===== config.mk =====
export PLATFORM = sky130hd
export DESIGN_NAME = mmss_timer_core
export DESIGN_NICKNAME = d
export VERILOG_FILES = /design/src/rtl/mmss_timer_core.sv
export SDC_FILE = /design/constraint.sdc
export NUM_CORES = 1
export LEC_CHECK = 0
export CAP_MARGIN = 20
export CORE_ASPECT_RATIO = 1.25
export CORE_MARGIN = 2
export CORE_UTILIZATION = 40
export CTS_BUF_LIST = sky130_fd_sc_hd__clkbuf_4 sky130_fd_sc_hd__clkbuf_8
export DETAILED_ROUTE_END_ITERATION = 8
export PLACE_DENSITY = 0.58
export SYNTH_ARGS = -nofsm -noshare
export SYNTH_HDL_FRONTEND = slang
export SYNTH_SLANG_ARGS = --single-unit

===== constraint.sdc =====
create_clock -name clk -period 6 [get_ports clk]
set_clock_uncertainty 0.2 [all_clocks]
set_input_delay 1.2 -clock clk [delete_from_list [all_inputs] [get_ports clk]]
set_output_delay 1.2 -clock clk [all_outputs]
set_load 0.05 [all_outputs]

===== src/rtl/mmss_timer_core.sv =====
// mmss_timer_core
//   Shared min:sec:centisecond timer for the stopwatch and microwave modes.
//   Counts up or down on a TICK_HZ base tick, supports 30 s-step preset
//   adjust while idle or paused, raises hold_timeout after HOLD_TICKS ticks
//   in PAUSED and pulses expired for one cycle when the count finishes.
// Ports
//   clk, reset_n             clock, asynchronous active-low reset
//   dir                      0 up / 1 down, latched on the accepted start from IDLE
//   start, pause, clear      command pulses (priority clear > start > pause > inc > dec)
//   inc, dec                 preset adjust pulses (IDLE/PAUSED only)
//   min, sec, cs             current time fields
//   disp                     registered min*100+sec (one cycle behind min/sec)
//   state                    00 IDLE, 01 RUN, 10 PAUSED, 11 DONE
//   running                  state == RUN
//   expired                  one-cycle pulse on entry to DONE
//   hold_timeout             level, set after HOLD_TICKS ticks in PAUSED
module mmss_timer_core #(
    parameter int CLK_HZ     = 100_000_000,
    parameter int TICK_HZ    = 100,
    parameter int MAX_MIN    = 99,
    parameter int MIN_W      = 7,
    parameter int STEP_SEC   = 30,
    parameter int HOLD_TICKS = 3000,
    parameter int DISP_W     = 14
) (
    input  logic              clk,
    input  logic              reset_n,
    input  logic              dir,
    input  logic              start,
    input  logic              pause,
    input  logic              clear,
    input  logic              inc,
    input  logic              dec,
    output logic [MIN_W-1:0]  min,
    output logic [5:0]        sec,
    output logic [6:0]        cs,
    output logic [DISP_W-1:0] disp,
    output logic [1:0]        state,
    output logic              running,
    output logic              expired,
    output logic              hold_timeout
);
    localparam int DIV = CLK_HZ / TICK_HZ;
    localparam int PW  = $clog2(DIV);
    localparam int HW  = (HOLD_TICKS > 1) ? $clog2(HOLD_TICKS) : 1;

    localparam logic [1:0] S_IDLE   = 2'b00;
    localparam logic [1:0] S_RUN    = 2'b01;
    localparam logic [1:0] S_PAUSED = 2'b10;
    localparam logic [1:0] S_DONE   = 2'b11;

    localparam logic [MIN_W-1:0] MIN_MAX = MIN_W'(MAX_MIN);
    localparam logic [6:0]       STEP7   = 7'(STEP_SEC);

    logic [1:0]       state_q, nxt_state;
    logic [MIN_W-1:0] min_q, nxt_min;
    logic [5:0]       sec_q, nxt_sec;
    logic [6:0]       cs_q, nxt_cs;
    logic             dir_q, nxt_dir;
    logic [PW-1:0]    presc_q;
    logic [HW-1:0]    hold_q;
    logic             hto_q, exp_q;
    logic [DISP_W-1:0] disp_q;

    logic c_clear, c_start, c_pause, c_inc, c_dec;
    logic active, tick, is_zero, is_max;
    logic [6:0] sec_sum;

    // One-hot of the highest-priority pulse; lower pulses in the same cycle are dropped
    // even when the winner has no effect in the current state.
    assign c_clear = clear;
    assign c_start = start & ~clear;
    assign c_pause = pause & ~clear & ~start;
    assign c_inc   = inc & ~clear & ~start & ~pause;
    assign c_dec   = dec & ~clear & ~start & ~pause & ~inc;

    assign active  = (state_q == S_RUN) || (state_q == S_PAUSED);
    assign tick    = active && (presc_q == PW'(DIV - 1));
    assign is_zero = (min_q == '0) && (sec_q == '0) && (cs_q == '0);
    assign is_max  = (min_q == MIN_MAX) && (sec_q == 6'd59) && (cs_q == 7'd99);
    assign sec_sum = {1'b0, sec_q} + STEP7;

    always_comb begin
        nxt_state = state_q;
        nxt_min   = min_q;
        nxt_sec   = sec_q;
        nxt_cs    = cs_q;
        nxt_dir   = dir_q;
        if (c_clear) begin
            nxt_state = S_IDLE;
            nxt_min   = '0;
            nxt_sec   = '0;
            nxt_cs    = '0;
        end else begin
            case (state_q)
                S_RUN: begin
                    if (c_pause) begin
                        nxt_state = S_PAUSED;
                    end else if (tick) begin
                        if (!dir_q) begin
                            // Up: a tick already at the ceiling just finishes; otherwise
                            // finish on the tick that lands on the ceiling.
                            if (is_max) begin
                                nxt_state = S_DONE;
                            end else begin
                                if (cs_q == 7'd99) begin
                                    nxt_cs = '0;
                                    if (sec_q == 6'd59) begin
                                        nxt_sec = '0;
                                        nxt_min = min_q + 1'b1;
                                    end else begin
                                        nxt_sec = sec_q + 1'b1;
                                    end
                                end else begin
                                    nxt_cs = cs_q + 1'b1;
                                end
                                if (min_q == MIN_MAX && sec_q == 6'd59 && cs_q == 7'd98)
                                    nxt_state = S_DONE;
                            end
                        end else begin
                            // Down: a tick at zero (reachable via PAUSED preset) cannot underflow.
                            if (is_zero) begin
                                nxt_state = S_DONE;
                            end else begin
                                if (cs_q == '0) begin
                                    nxt_cs = 7'd99;
                                    if (sec_q == '0) begin
                                        nxt_sec = 6'd59;
                                        nxt_min = min_q - 1'b1;
                                    end else begin
                                        nxt_sec = sec_q - 1'b1;
                                    end
                                end else begin
                                    nxt_cs = cs_q - 1'b1;
                                end
                                if (min_q == '0 && sec_q == '0 && cs_q == 7'd1)
                                    nxt_state = S_DONE;
                            end
                        end
                    end
                end
                S_DONE: begin
                    if (c_start) begin
                        nxt_state = S_IDLE;
                        nxt_min   = '0;
                        nxt_sec   = '0;
                        nxt_cs    = '0;
                    end
                end
                default: begin // IDLE, PAUSED
                    if (c_start) begin
                        if (state_q == S_PAUSED) begin
                            nxt_state = S_RUN;
                        end else if (!(dir && is_zero)) begin
                            nxt_state = S_RUN;
                            nxt_dir   = dir;
                        end
                    end else if (c_inc) begin
                        nxt_cs = '0;
                        if (sec_sum >= 7'd60) begin
                            if (min_q == MIN_MAX) begin
                                nxt_sec = 6'd59;
                            end else begin
                                nxt_sec = 6'(sec_sum - 7'd60);
                                nxt_min = min_q + 1'b1;
                            end
                        end else begin
                            nxt_sec = sec_sum[5:0];
                        end
                    end else if (c_dec) begin
                        nxt_cs = '0;
                        if (min_q == '0 && {1'b0, sec_q} <= STEP7) begin
                            nxt_sec = '0;
                        end else if ({1'b0, sec_q} < STEP7) begin
                            nxt_sec = 6'({1'b0, sec_q} + 7'd60 - STEP7);
                            nxt_min = min_q - 1'b1;
                        end else begin
                            nxt_sec = sec_q - STEP7[5:0];
                        end
                    end
                end
            endcase
        end
    end

    always_ff @(posedge clk or negedge reset_n) begin
        if (!reset_n) begin
            state_q <= S_IDLE;
            min_q   <= '0;
            sec_q   <= '0;
            cs_q    <= '0;
            dir_q   <= 1'b0;
            presc_q <= '0;
            hold_q  <= '0;
            hto_q   <= 1'b0;
            exp_q   <= 1'b0;
            disp_q  <= '0;
        end else begin
            state_q <= nxt_state;
            min_q   <= nxt_min;
            sec_q   <= nxt_sec;
            cs_q    <= nxt_cs;
            dir_q   <= nxt_dir;
            exp_q   <= (nxt_state == S_DONE) && (state_q != S_DONE);
            disp_q  <= DISP_W'(min_q) * DISP_W'(100) + DISP_W'(sec_q);

            // Prescaler restarts on every state change so each state sees full tick periods.
            if (nxt_state != state_q || !active || tick)
                presc_q <= '0;
            else
                presc_q <= presc_q + 1'b1;

            // Counter freezes at HOLD_TICKS-1 once the timeout is flagged.
            if (nxt_state != S_PAUSED) begin
                hold_q <= '0;
                hto_q  <= 1'b0;
            end else if (state_q == S_PAUSED && tick) begin
                if (hold_q == HW'(HOLD_TICKS - 1))
                    hto_q <= 1'b1;
                else
                    hold_q <= hold_q + 1'b1;
            end
        end
    end

    assign min          = min_q;
    assign sec          = sec_q;
    assign cs           = cs_q;
    assign disp         = disp_q;
    assign state        = state_q;
    assign running      = (state_q == S_RUN);
    assign expired      = exp_q;
    assign hold_timeout = hto_q;
endmodule

==> metrics.md <==
| Metric | Value |
|---|---|
| Fmax achieved | 250 MHz |
| Most frequent cell after synthesis | dfrtp_1 |
| CP Data Required Time | 6050 ps |
| Area delta synth->final | 12.8% |
| RSZ-0062 raised after global routing | no |
| Clock Latency Late Sink | 370 ps |
| Slowest-stage cell, CP | clkdlybuf4s50_1 |
| IO buf count | 46 |
| Layout cells sized above 1 | 0.0565 |
| Vias in the first global route | 5096 |
| Rows | 49 |
| Run status | completed |
| Synthesized flop and latch total | 71 |
| Async SR Flop Fraction | 1.00 |
| Post-detail-place hpwl | 10.8 mm |
| Post-synth top flop | dfrtp_1 |
| Synth warn | 0 |
| Distinct cells, synth | 76 |
| DR WL/cell | 17.5 um |
| Sequential element share of the synthesized area | 0.301 |
| Initial antenna violation count | 1 |
| Minimum clock period | 4000 ps |
| Worst slack, placed | 1690 ps |
| Top cells by count, synth | dfrtp_1, ha_1, nor3_1 |
| DRT Wirelength | 15.2 mm |
| Post-CTS resize count | 0 |
| Syn nets | 731 |
| Clock Path Buffers | 2 |
| Postcts setup bufs | 0 |
| Top cell type by total area after synthesis | dfrtp_1 |
| DIE HEIGHT | 140 um |
| Synth Instances | 663 |
| Delay-heaviest family, CP | compound AO/OA/AOI/OAI gates |
| Hold Path Origin | presc_q[0] |
| Reg-to-Reg Start | min[2] |
| # nets final | 753 |
| Critical path class | input pin to flop |
| # DRC | 0 |
| Logic pwr share | 0.639 |
| Final ANT Viol Nets | 0 |
| Internal Power | 1.54 mW |
| Gr usage total | 0.200 |
| GPL Wtd Cong | 0.886 |
| Worst-path cell chain | clkdlybuf4s50_1 -> nor4b_4 -> o32ai_1 -> a41oi_1 -> o211a_2 -> o311ai_4 -> mux2_4 |
| Pre-antenna DRT Iters | 4 |
| Vias per inst | 5.86 |
| Final setup vio count | 0 |
| Crit Path Max Fanout | 17 |
| CP bufs+invs | 1 |
| Final Hold Fails | 0 |
| Sw Ratio | 0.498 |
| Pwr/cell area | 461 mW/mm^2 |
| Total grt overflow | 0 |
| Antenna cells | 0 |
| VDD IR max | 0.000306 V |
| CTS tree | built |
| Max cap viols | 0 |
| Clock buffer count from CTS | 9 |
| Global-route wire length before repair | 25.7 mm |
| Power, Total | 3.07 mW |
| Clock share of power | 0.133 |
| CP peak stage delay | 730 ps |
| Worst setup path start | clear |
| Hold_ws | 337 ps |
| Flop pwr share | 0.228 |
| Effective utilization at floorplan | 0.409 |
| Final period util | 0.667 |
| Via count | 5090 |
| Number of DRC markers in iteration 0 | 351 |
| Crit. End Element | flop |
| Mapped Avg Cell Area | 8.90 um^2 |
| Slew Limit Fails | 0 |
| Core Region | 0.0144 mm^2 |
| Die area | 0.0157 mm^2 |
| Die W | 113 um |
| Most area-consuming cells after synthesis | dfrtp_1, ha_1, xor2_1 |
| IO Count | 47 |
| Clock sink count | 71 |
| Clk root buf | clkbuf_8 |
| EDFF count, synth | 0 |
| Layout fillers | 1395 |
| Clock-pin slew on the worst setup and hold paths | 70 ps |
| Worst hold path type | flop to flop |
| Synth top area share | 0.301 |
| Synth Cell Area | 0.00590 mm^2 |
| Worst Max-Slew Pin Slew | 991 ps |
| Leakage | 2.78 nW |
| Startpoint types | input pin |
| CTS H-tree lvls | 3 |
| Psw | 1.53 mW |
| Largest net degree at the start of global routing | 72 |
| Rel. slew slack | 0.335 |
| Hold buffers post-CTS | 0 |
| Worst setup margin | 2000 ps |
| Setup Total Neg Slack | 0 ps |
| CP arrival | 4060 ps |
## power groups by stage
stage | logic [mW] | clock network (mW) | registers (mW)
global route | 2.16 | 0.440 | 0.713
finish | 1.96 | 0.409 | 0.698
floorplan | 1.21 | 0 | 0.960
global placement | 1.95 | 0 | 0.707
detailed placement | 1.96 | 0 | 0.708
CTS | 1.97 | 0.423 | 0.699
## state kept, by name, summed over array words and instances, names as in the netlist
name and flops:
cs 7, dir_q 1, disp 14, expired 1, hold_q 12, hold_timeout 1, min 7, presc_q 20
sec 6, state 2
## metrics by stage
step | std cells | utilization | area (um^2)
floorplan | 663 | - | 5900
global placement | 852 | 0.448 | 6450
detailed placement | 852 | 0.448 | 6450
CTS | 868 | 0.462 | 6660
global route | 868 | 0.462 | 6660
finish | 868 | 0.462 | 6660
## logic make-up (layout without fill, tap and decap cells)
kind of cell	Yosys count	in the layout	share of synthesized area
AND/OR/NAND/NOR	237	237	0.218
AO/OA/AOI/OAI	153	153	0.187
flip-flops	71	71	0.301
buffers and inverters	70	97	0.0473
XOR/XNOR	61	61	0.0929
adder cells (fa/ha/maj)	60	60	0.131
multiplexers	11	11	0.0223
## final cells by class
| type | instances | area (um^2) | area share |
|---|---|---|---|
| multi-input combinational | 522 | 3840 | 0.577 |
| sequential | 71 | 1780 | 0.267 |
| timing repair buffer | 52 | 503 | 0.0756 |
| tap | 178 | 223 | 0.0335 |
| clock buffer | 11 | 145 | 0.0218 |
| inverter | 29 | 109 | 0.0164 |
| clock inverter | 5 | 56.3 | 0.00846 |
## worst paths after layout
kind,endpoint,slack (ps),cells past startpoint
hold reg to reg,presc_q[0],340,1
setup reg to reg,disp[13],2040,11
max in group asynchronous,presc_q[18],4200,1
min in group asynchronous,disp[1],750,1
hold / removal,presc_q[0],340,1
setup / recovery,min[5],2000,7
## per-layer routing
metal,global-route usage,vias to the layer above,share of wire
li1,-,2487,-
met1,0.263,2477,0.45
met2,0.329,101,0.49
met3,0.0331,23,0.035
met4,0.0789,2,0.021
met5,0,-,0.0011
## placed cells by master, fill, tap and decap left out, types with 4 or more instances in the layout
| master | n |
|---|---|
| dfrtp_1 | 71 |
| ha_1 | 57 |
| nor3_1 | 48 |
| clkdlybuf4s50_1 | 45 |
| nand2_1 | 43 |
| xor2_1 | 32 |
| inv_1 | 29 |
| nor2_1 | 28 |
| xnor2_1 | 28 |
| a21oi_1 | 27 |
| nand3_1 | 27 |
| o21ai_0 | 25 |
| and3_1 | 18 |
| nand4_1 | 16 |
| a211oi_1 | 13 |
| clkbuf_8 | 10 |
| a31oi_1 | 9 |
| nor2b_1 | 8 |
| o31ai_1 | 8 |
| and2_1 | 7 |
| buf_4 | 7 |
| nor4_1 | 6 |
| nand2b_1 | 6 |
| mux2i_1 | 6 |
| a21boi_0 | 6 |
| and4_1 | 5 |
| nor3b_1 | 5 |
| o21bai_1 | 5 |
| or3_1 | 5 |
| o211ai_1 | 4 |
| o22ai_1 | 4 |
| mux2_4 | 4 |
Power figures use the tool's default switching activity.
